==> src/rtl/cam_capture_if.sv <==
// Bundles the parallel camera pins and the pixel/marker outputs of cam_capture.
// Handshake: pix_valid, frame_start, frame_end and line_end are one-cycle strobes
// with no ready/backpressure; pix_data/pix_x/pix_y hold until the next pix_valid.
interface cam_capture_if #(
  parameter int XW = 10,
  parameter int YW = 9
);
  logic          apclk;
  logic          ahref;
  logic          avsync;
  logic [7:0]    adata;
  logic          err_clr;
  logic          pix_valid;
  logic [15:0]   pix_data;
  logic [XW-1:0] pix_x;
  logic [YW-1:0] pix_y;
  logic          frame_start;
  logic          frame_end;
  logic          line_end;
  logic          odd_err;
  logic          overrun_err;

  modport master (
    output apclk, ahref, avsync, adata, err_clr,
    input  pix_valid, pix_data, pix_x, pix_y,
    input  frame_start, frame_end, line_end, odd_err, overrun_err
  );

  modport slave (
    input  apclk, ahref, avsync, adata, err_clr,
    output pix_valid, pix_data, pix_x, pix_y,
    output frame_start, frame_end, line_end, odd_err, overrun_err
  );
endinterface

==> src/rtl/cam_capture.sv <==
// Camera bus receiver: oversamples apclk/ahref/avsync/adata in the inclk domain,
// pairs bytes into 16-bit pixels tagged with x/y, and emits frame/line markers.
module cam_capture #(
  parameter int H_ACTIVE = 640,
  parameter int V_ACTIVE = 480,
  parameter int XW       = 10,
  parameter int YW       = 9,
  parameter bit HI_FIRST = 1'b1
) (
  input  logic         inclk,
  input  logic         res,
  cam_capture_if.slave bus,
  output logic [1:0]   state_dbg
);

  typedef enum logic [1:0] {
    WAIT_VS = 2'd0,
    ARMED   = 2'd1,
    ACTIVE  = 2'd2
  } state_t;

  localparam logic [XW-1:0] X_LIM = XW'(H_ACTIVE);
  localparam logic [YW-1:0] Y_LIM = YW'(V_ACTIVE);

  logic [2:0]    pclk_sh_q, pclk_sh_d;
  logic [1:0]    href_sh_q, href_sh_d;
  logic [1:0]    vsync_sh_q, vsync_sh_d;
  logic [7:0]    data_s1_q, data_s1_d;
  logic [7:0]    data_s2_q, data_s2_d;
  state_t        state_q, state_d;
  logic          phase_q, phase_d;
  logic [7:0]    byte_q, byte_d;
  logic [XW-1:0] x_q, x_d;
  logic [YW-1:0] y_q, y_d;
  logic          line_got_q, line_got_d;
  logic          href_prev_q, href_prev_d;
  logic          pix_valid_q, pix_valid_d;
  logic [15:0]   pix_data_q, pix_data_d;
  logic [XW-1:0] pix_x_q, pix_x_d;
  logic [YW-1:0] pix_y_q, pix_y_d;
  logic          frame_start_q, frame_start_d;
  logic          frame_end_q, frame_end_d;
  logic          line_end_q, line_end_d;
  logic          odd_err_q, odd_err_d;
  logic          overrun_err_q, overrun_err_d;

  logic samp_e;
  logic href_s2;
  logic vsync_s2;

  // Index 1 of each shift register is the second synchronizer stage (s2).
  assign samp_e   = pclk_sh_q[1] & ~pclk_sh_q[2];
  assign href_s2  = href_sh_q[1];
  assign vsync_s2 = vsync_sh_q[1];

  always_comb begin
    pclk_sh_d     = {pclk_sh_q[1:0], bus.apclk};
    href_sh_d     = {href_sh_q[0], bus.ahref};
    vsync_sh_d    = {vsync_sh_q[0], bus.avsync};
    data_s1_d     = bus.adata;
    data_s2_d     = data_s1_q;
    state_d       = state_q;
    phase_d       = phase_q;
    byte_d        = byte_q;
    x_d           = x_q;
    y_d           = y_q;
    line_got_d    = line_got_q;
    href_prev_d   = href_prev_q;
    pix_valid_d   = 1'b0;
    pix_data_d    = pix_data_q;
    pix_x_d       = pix_x_q;
    pix_y_d       = pix_y_q;
    frame_start_d = 1'b0;
    frame_end_d   = 1'b0;
    line_end_d    = 1'b0;
    odd_err_d     = odd_err_q;
    overrun_err_d = overrun_err_q;

    // Clear is applied first so a same-cycle error set below overrides it.
    if (bus.err_clr) begin
      odd_err_d     = 1'b0;
      overrun_err_d = 1'b0;
    end

    if (samp_e) begin
      href_prev_d = href_s2;
      unique case (state_q)
        WAIT_VS: begin
          if (vsync_s2) state_d = ARMED;
        end
        ARMED: begin
          if (!vsync_s2) begin
            state_d       = ACTIVE;
            frame_start_d = 1'b1;
            x_d           = '0;
            y_d           = '0;
            phase_d       = 1'b0;
            line_got_d    = 1'b0;
          end
        end
        ACTIVE: begin
          if (vsync_s2) begin
            state_d     = ARMED;
            frame_end_d = 1'b1;
            x_d         = '0;
            phase_d     = 1'b0;
            line_got_d  = 1'b0;
          end else if (href_s2) begin
            line_got_d = 1'b1;
            if (!phase_q) begin
              byte_d  = data_s2_q;
              phase_d = 1'b1;
            end else begin
              phase_d = 1'b0;
              // Past the active window the pair is discarded, counters hold.
              if (x_q == X_LIM || y_q == Y_LIM) begin
                overrun_err_d = 1'b1;
              end else begin
                pix_valid_d = 1'b1;
                pix_data_d  = HI_FIRST ? {byte_q, data_s2_q} : {data_s2_q, byte_q};
                pix_x_d     = x_q;
                pix_y_d     = y_q;
                x_d         = x_q + XW'(1);
              end
            end
          end else if (href_prev_q) begin
            line_end_d = 1'b1;
            if (phase_q) odd_err_d = 1'b1;
            x_d        = '0;
            phase_d    = 1'b0;
            line_got_d = 1'b0;
            if (line_got_q && y_q != Y_LIM) y_d = y_q + YW'(1);
          end
        end
        default: state_d = WAIT_VS;
      endcase
    end
  end

  always_ff @(posedge inclk or posedge res) begin
    if (res) begin
      pclk_sh_q     <= '0;
      href_sh_q     <= '0;
      vsync_sh_q    <= '0;
      data_s1_q     <= '0;
      data_s2_q     <= '0;
      state_q       <= WAIT_VS;
      phase_q       <= 1'b0;
      byte_q        <= '0;
      x_q           <= '0;
      y_q           <= '0;
      line_got_q    <= 1'b0;
      href_prev_q   <= 1'b0;
      pix_valid_q   <= 1'b0;
      pix_data_q    <= '0;
      pix_x_q       <= '0;
      pix_y_q       <= '0;
      frame_start_q <= 1'b0;
      frame_end_q   <= 1'b0;
      line_end_q    <= 1'b0;
      odd_err_q     <= 1'b0;
      overrun_err_q <= 1'b0;
    end else begin
      pclk_sh_q     <= pclk_sh_d;
      href_sh_q     <= href_sh_d;
      vsync_sh_q    <= vsync_sh_d;
      data_s1_q     <= data_s1_d;
      data_s2_q     <= data_s2_d;
      state_q       <= state_d;
      phase_q       <= phase_d;
      byte_q        <= byte_d;
      x_q           <= x_d;
      y_q           <= y_d;
      line_got_q    <= line_got_d;
      href_prev_q   <= href_prev_d;
      pix_valid_q   <= pix_valid_d;
      pix_data_q    <= pix_data_d;
      pix_x_q       <= pix_x_d;
      pix_y_q       <= pix_y_d;
      frame_start_q <= frame_start_d;
      frame_end_q   <= frame_end_d;
      line_end_q    <= line_end_d;
      odd_err_q     <= odd_err_d;
      overrun_err_q <= overrun_err_d;
    end
  end

  assign bus.pix_valid   = pix_valid_q;
  assign bus.pix_data    = pix_data_q;
  assign bus.pix_x       = pix_x_q;
  assign bus.pix_y       = pix_y_q;
  assign bus.frame_start = frame_start_q;
  assign bus.frame_end   = frame_end_q;
  assign bus.line_end    = line_end_q;
  assign bus.odd_err     = odd_err_q;
  assign bus.overrun_err = overrun_err_q;
  assign state_dbg       = state_q;

endmodule
==> src/flat_wrapper.sv <==
// flat-port wrapper written by rule: the top's interface ports become plain ports
module cam_capture_flat 
#(
  parameter int H_ACTIVE = 640,
  parameter int V_ACTIVE = 480,
  parameter int XW       = 10,
  parameter int YW       = 9,
  parameter bit HI_FIRST = 1'b1
)
  (inclk, res, state_dbg, bus_apclk, bus_ahref, bus_avsync, bus_adata, bus_err_clr, bus_pix_valid, bus_pix_data, bus_pix_x, bus_pix_y, bus_frame_start, bus_frame_end, bus_line_end, bus_odd_err, bus_overrun_err);
  cam_capture_if #(.XW(XW), .YW(YW)) bus_i ();
  input  logic inclk;
  input  logic res;
  output logic [1:0] state_dbg;
  input wire logic [$bits(bus_i.apclk)-1:0] bus_apclk;
  input wire logic [$bits(bus_i.ahref)-1:0] bus_ahref;
  input wire logic [$bits(bus_i.avsync)-1:0] bus_avsync;
  input wire logic [$bits(bus_i.adata)-1:0] bus_adata;
  input wire logic [$bits(bus_i.err_clr)-1:0] bus_err_clr;
  output wire logic [$bits(bus_i.pix_valid)-1:0] bus_pix_valid;
  output wire logic [$bits(bus_i.pix_data)-1:0] bus_pix_data;
  output wire logic [$bits(bus_i.pix_x)-1:0] bus_pix_x;
  output wire logic [$bits(bus_i.pix_y)-1:0] bus_pix_y;
  output wire logic [$bits(bus_i.frame_start)-1:0] bus_frame_start;
  output wire logic [$bits(bus_i.frame_end)-1:0] bus_frame_end;
  output wire logic [$bits(bus_i.line_end)-1:0] bus_line_end;
  output wire logic [$bits(bus_i.odd_err)-1:0] bus_odd_err;
  output wire logic [$bits(bus_i.overrun_err)-1:0] bus_overrun_err;
  assign bus_i.apclk = bus_apclk;
  assign bus_i.ahref = bus_ahref;
  assign bus_i.avsync = bus_avsync;
  assign bus_i.adata = bus_adata;
  assign bus_i.err_clr = bus_err_clr;
  assign bus_pix_valid = bus_i.pix_valid;
  assign bus_pix_data = bus_i.pix_data;
  assign bus_pix_x = bus_i.pix_x;
  assign bus_pix_y = bus_i.pix_y;
  assign bus_frame_start = bus_i.frame_start;
  assign bus_frame_end = bus_i.frame_end;
  assign bus_line_end = bus_i.line_end;
  assign bus_odd_err = bus_i.odd_err;
  assign bus_overrun_err = bus_i.overrun_err;
  cam_capture #(.H_ACTIVE(H_ACTIVE), .V_ACTIVE(V_ACTIVE), .XW(XW), .YW(YW), .HI_FIRST(HI_FIRST)) u_core (.inclk(inclk), .res(res), .bus(bus_i), .state_dbg(state_dbg));
endmodule
==> config.mk <==
export PLATFORM = sky130hd
export DESIGN_NAME = cam_capture_flat
export DESIGN_NICKNAME = d
export VERILOG_FILES = /design/src/rtl/cam_capture_if.sv /design/src/rtl/cam_capture.sv /design/src/flat_wrapper.sv
export SDC_FILE = /design/constraint.sdc
export NUM_CORES = 1
export LEC_CHECK = 0
export ABC_CLOCK_PERIOD_IN_PS = 5400
export CAP_MARGIN = 25
export CORE_MARGIN = 5
export CORE_UTILIZATION = 41
export DETAILED_ROUTE_END_ITERATION = 16
export GPL_TIMING_DRIVEN = 0
export MAX_ROUTING_LAYER = met4
export PLACE_DENSITY = 0.63
export SLEW_MARGIN = 20
export SYNTH_ARGS = -nofsm -noshare
export SYNTH_HDL_FRONTEND = slang
export SYNTH_SLANG_ARGS = --single-unit
==> constraint.sdc <==
create_clock -name inclk -period 5.4 [get_ports inclk]
set_input_delay 1.62 -clock inclk [delete_from_list [all_inputs] [get_ports inclk]]
set_output_delay 1.62 -clock inclk [all_outputs]
set_load 0.01 [all_outputs]
==> flow_summary.toml, run 1 <==
[detailed_routing]
drt-initial-drc-count = 91
detail_route.wl_per_cell_um = 15.1
ant_nets = 0
first_pass_iters = 4
drt-total-wl_mm = 7.74
drcViolationCount = 0
viasPerCell = 5.08
vias = 2594

[yosys]
synth_cell_type_count = 52
synth_top_family_by_area = "multiplexers"
synth-seq-cells = 96
synth_area_per_cell_um2 = 13.2
syn_nets = 326
ys_async_sr_fraction_pct = 100
ys_seq_area_share_pct = 59.8
synth-adder-area-share_pct = 2.18
syn_inst = 305
synth_xor_area_share_pct = 0.654
synth_area_mm2 = 0.00402
synth.area.mux_share_pct = 12.6
yosysWarnings = 0
synth_compound_area_share_pct = 8.60
ys.flop_type = "dfrtp_1"
synth-edff-count = 0
yosys.area_share.simple_pct = 12.5

[grt]
grt_pass1_vias = 2634
grt.overflow.total = 0
grt_use_total_pct = 14.6
grt_pass1_wl_mm = 13.0
antenna_found_initial = 0
grt_max_degree = 84

[die]
start_util_pct = 41.5
num_rows = 36
fp.dieW_um = 109
die_h_um = 109
die_area_mm2 = 0.0119
core_mm2 = 0.00968
io_pins = 57

[power]
max-vdd-ir-drop_v = 0.000225
seq_power_share_pct = 53.4
switchingPower_mw = 0.458
leakage_nw = 2.28
p_comb_share_pct = 16.2
power_density_mw_per_mm2 = 307
switching_share_pct = 30.0
p_clk_share_pct = 30.4
intPower_mw = 1.07

[timing]
max_freq_ghz = 0.338
worst_slew_pin_slew_ns = 0.525
postLayoutSetupSlackWorst_ns = 2.44
rsz0062_at_grt = "false"
finalSetupViolations = 0
tns_ns = 0
post-route-period-util_pct = 54.8
slew_headroom_pct = 64.8
skew_ns = 0.0203
period_needed_ns = 2.96
hold_viol = 0
maxSlewViolCount = 0

[final_layout]
multi_input_area_mm2 = 0.00147
seq_area_mm2 = 0.00240
layout_common_cells = "dfrtp_1, clkdlybuf4s50_1, mux2_1"
mostFrequentLayoutCell = "dfrtp_1"
synthToLayoutAreaGrowth_pct = 23.8
insertedDiodeCount = 0
fin_util_pct = 51.4
n_fill_cell = 869
fin_nets = 394
final_layout_size_suffix_gt1_share_pct = 15.1

[worst_hold_path]
hp-class = "reg -> reg"

[cts]
post_cts_resized = 0
clkLatencyLatePin_ns = 0.38
path_clk_slew_ns = 0.11
cts.sinks = 96
clockBufferDepth = 2
cts_buffers = 9
cts-root-buf = "clkbuf_8"
cts_setup_buffers = 0
htreeDepth = 3
ctsHoldBuffers = 0
cts_tree = "done"

[place]
pre_cts_ws_ns = 2.82
port_buffers = 56
gp_congestion = 0.842
dp_hpwl_mm = 5.36

[setup_path]
critPathMaxFanout = 4
setup.worst_path.class = "reg -> out"
crit_slowest_cell = "clkdlybuf4s50_1"
path_cells = "clkdlybuf4s50_1"
critPathCaptureType = "output port"
cp_num_buf_inv = 1
crit_path_start_kind = "flip-flop"
arrival_ns = 1.34
critical_path_required_ns = 3.78
critPathMaxStageDelay_ns = 0.56
crit_family = "buffers and inverters"

[outcome]
status = "complete, no violations"

[flow_run]
drv_cap = 0
-- flip-flops by register name, indices dropped and copies added, names as in the netlist, 2 cells and up --
register	flops
u_core.bus.pix_data	16
u_core.bus.pix_x	10
u_core.x_q	10
u_core.bus.pix_y	9
u_core.y_q	9
u_core.byte_q	8
u_core.data_s1_q	8
u_core.data_s2_q	8
u_core.pclk_sh_q	3
u_core.href_sh_q	2
u_core.state_dbg	2
u_core.vsync_sh_q	2
-- metal layers --
layer	share of wire, %	vias up	global-route usage, %
met5	0	-	-
met4	1.6	0	5.41
met3	3.4	12	2.84
met2	48	46	22.1
met1	47	1297	19.6
li1	-	1239	-
-- area by class of cell --
class,instances,share of cell area (%)
well taps,133,3.35
flip-flops and latches,96,48.3
multi-input cells,187,29.5
repair buffers,57,11.8
clock buffers,9,2.49
clock inverters,7,1.48
plain buffers,12,2.24
inverters,10,0.855
-- cell families after synthesis --
family,count (synthesis)
flops,96
simple gates,83
compound gates,49
mux,45
buf+inv,22
fa+ha+maj,7
xor+xnor,3
-- power groups by stage --
stage               registers [mW]  logic, mW  clock network (mW)
finish                       0.815      0.247               0.463
global route                 0.824      0.284               0.501
CTS                          0.815      0.251               0.478
detailed placement           0.830      0.249                   0
global placement             0.826      0.240                   0
floorplan                    0.825      0.158                   0
-- cell usage after synthesis (6+ instances only) --
cell / instances / area (um^2)
inv_1: 10 / 37.5
nand2_1: 19 / 71.3
mux2_2: 15 / 169
mux2_1: 29 / 327
nand3_1: 10 / 50.1
dfrtp_1: 96 / 2400
nor2_1: 12 / 45.0
or4_1: 8 / 60.1
a21oi_1: 11 / 55.1
and3_1: 6 / 37.5
ha_1: 7 / 87.6
o31ai_1: 7 / 52.6
o21ai_0: 11 / 55.1
-- final timing paths --
check                                      end                start  depth (start not counted)  slack (ns)
hold / removal             u_core.data_s2_q[6]  u_core.data_s1_q[6]                          0        0.35
min in group asynchronous  u_core.data_s1_q[0]                  res                          2        1.53
setup reg to reg           u_core.bus.pix_x[1]  u_core.state_dbg[0]                          9        3.28
hold reg to reg            u_core.data_s2_q[6]  u_core.data_s1_q[6]                          0        0.35
setup / recovery                  state_dbg[0]  u_core.state_dbg[0]                          1        2.44
max in group asynchronous        u_core.x_q[2]                  res                          3        3.24
-- per-stage QoR --
stage	power, mW	hold WS, ns	instances	cell area, um^2
floorplan	0.984	0.331	305	4020
global placement	1.07	0.331	494	4740
detailed placement	1.08	0.335	495	4780
CTS	1.54	0.354	511	4970
global route	1.61	0.362	511	4970
finish	1.53	0.349	511	4970
(Power assumes the default switching activity.)
==> run 2: changes to the inputs <==
Settings changed: ABC_CLOCK_PERIOD_IN_PS 5400 to 2800.
Clock period 5.4 ns to 2.8 ns, I/O delays scaled along.
==> run 2 against run 1 <==
  * Global-route usage shrank 0.11 points
  * Non-clock buffer count grew 2
  * Cell count grew 0.39%
  * Largest power group unchanged
  * Count of clock-buffer cells in the layout is the same
  * Combinational power grew 97%
  * Critical path type unchanged
  * Worst setup slack lost 1.8 ns
  * Clock power grew 90%
  * Sequential share of layout area shrank 0.34 points
  * Largest cell class unchanged
  * Final area grew 0.70%
  * Hold slack gained 0.0046 ns
  * Critical endpoint is now bus_overrun_err
  * Register-to-register slack lost 2.6 ns
==> flow_summary.toml, run 2 (same netlist as run 1, synthesis figures left out) <==
[power]
power_density_mw_per_mm2 = 586
switchingPower_mw = 0.875
p_clk_share_pct = 30.0
max-vdd-ir-drop_v = 0.000346
intPower_mw = 2.06
leakage_nw = 2.30
switching_share_pct = 29.8
seq_power_share_pct = 53.4
p_comb_share_pct = 16.6

[die]
core_mm2 = 0.00968
start_util_pct = 41.5
die_area_mm2 = 0.0119
fp.dieW_um = 109
num_rows = 36
die_h_um = 109
io_pins = 57

[detailed_routing]
viasPerCell = 5.03
drt-initial-drc-count = 72
first_pass_iters = 4
detail_route.wl_per_cell_um = 15.0
vias = 2579
ant_nets = 0
drt-total-wl_mm = 7.68
drcViolationCount = 0

[setup_path]
arrival_ns = 1.32
crit_slowest_cell = "clkdlybuf4s50_1"
critPathMaxFanout = 2
critPathMaxStageDelay_ns = 0.55
crit_family = "buffers and inverters"
crit_path_start_kind = "flip-flop"
critPathCaptureType = "output port"
setup.worst_path.class = "reg -> out"
path_cells = "clkdlybuf4s50_1"
critical_path_required_ns = 1.96
cp_num_buf_inv = 1

[final_layout]
synthToLayoutAreaGrowth_pct = 24.7
fin_cells = 513
largest_reg_flops = 16
mostFrequentLayoutCell = "dfrtp_1"
finalInstanceArea_mm2 = 0.00501
layout_common_cells = "dfrtp_1, clkdlybuf4s50_1, mux2_1"
insertedDiodeCount = 0
fin_nets = 396
n_fill_cell = 889
final_layout_size_suffix_gt1_share_pct = 15.5

[grt]
grt_max_degree = 27
antenna_found_initial = 0
grt.overflow.total = 0
grt_pass1_wl_mm = 13.0
grt_use_total_pct = 14.5
grt_pass1_vias = 2680

[place]
dpl.cell_count = 497
dp_hpwl_mm = 5.54
gp_congestion = 0.797
placed_area_mm2 = 0.00482
port_buffers = 56

[flow_run]
drv_cap = 0

[timing]
slew_headroom_pct = 58.5
tns_ns = 0
rsz0062_at_grt = "false"
max_freq_ghz = 0.463
period_needed_ns = 2.16
maxSlewViolCount = 0
hold_viol = 0
worst_slew_pin_slew_ns = 0.622
finalSetupViolations = 0
skew_ns = 0.0127
post-route-period-util_pct = 77.1

[cts]
cts.sinks = 96
clkLatencyLatePin_ns = 0.36
clockBufferDepth = 2
path_clk_slew_ns = 0.10
cts_setup_buffers = 0
htreeDepth = 3
cts_tree = "done"
cts_buffers = 9
post_cts_resized = 0
ctsHoldBuffers = 0
cts-root-buf = "clkbuf_8"

[worst_hold_path]
hp-class = "reg -> reg"

[outcome]
status = "complete, no violations"
==> run 2: cell count changes in the layout (fill, tap and decap cells not counted) <==
cell / before / now
buf_12: 1 / 3
inv_8: 3 / 1
inv_6: 1 / 3
==> run 2: final cells by class <==
cell class | instances | area (um^2) | share of cell area, %
Sequential cell | 96 | 2400 | 48.0
Timing Repair Buffer | 59 | 628 | 12.5
Multi-Input combinational cell | 187 | 1470 | 29.3
Tap cell | 133 | 166 | 3.32
Inverter | 10 | 41.3 | 0.824
Buffer | 12 | 111 | 2.22
Clock inverter | 7 | 70.1 | 1.40
Clock buffer | 9 | 124 | 2.47
==> run 2: worst register-to-register path, cell delays in order (launching register included) <==
cell      delay [ns]
dfrtp_1         0.42
inv_1           0.09
ha_1            0.26
nor2b_1         0.18
and2_1          0.16
nand3_1         0.10
nand2b_4        0.17
buf_12          0.14
buf_8           0.15
mux2_1          0.33
==> run 2: layer usage <==
layer	vias up	share of wire (%)	global-route usage [%]
met5	-	0	-
met1	1282	47	19.3
met4	0	1.5	5.95
met3	8	3.9	2.78
met2	52	48	21.9
li1	1237	-	-
==> run 2: path summary, 6_finish.rpt <==
kind,slack [ns],cells past startpoint,start,end
max,0.64,1,u_core.bus.overrun_err,bus_overrun_err
min,0.35,0,u_core.data_s1_q[6],u_core.data_s2_q[6]
max reg2reg,0.71,9,u_core.state_dbg[0],u_core.bus.pix_data[0]
min reg2reg,0.35,0,u_core.data_s1_q[6],u_core.data_s2_q[6]
max in group asynchronous,1.16,4,res,u_core.y_q[4]
min in group asynchronous,0.90,2,res,u_core.byte_q[6]
==> run 2: stage by stage <==
step	hold slack [ns]	setup WS (ns)	util, %	power, mW
6_report	0.354	0.640	51.7	2.94
5_1_grt	0.366	0.529	51.7	3.10
4_1_cts	0.357	0.618	51.7	2.98
3_5_place_dp	0.335	0.667	49.7	2.09
3_3_place_gp	0.332	-0.140	49.0	2.06
2_1_floorplan	0.331	0.826	-	1.90
==> run 2: power by group through the flow <==
stage                     logic, mW  clock network [mW]  registers [mW]
after detailed placement      0.489                   0            1.60
after global placement        0.465                   0            1.59
after CTS                     0.494               0.910            1.57
after floorplan               0.306                   0            1.59
after global routing          0.550               0.958            1.59
final                         0.487               0.882            1.57
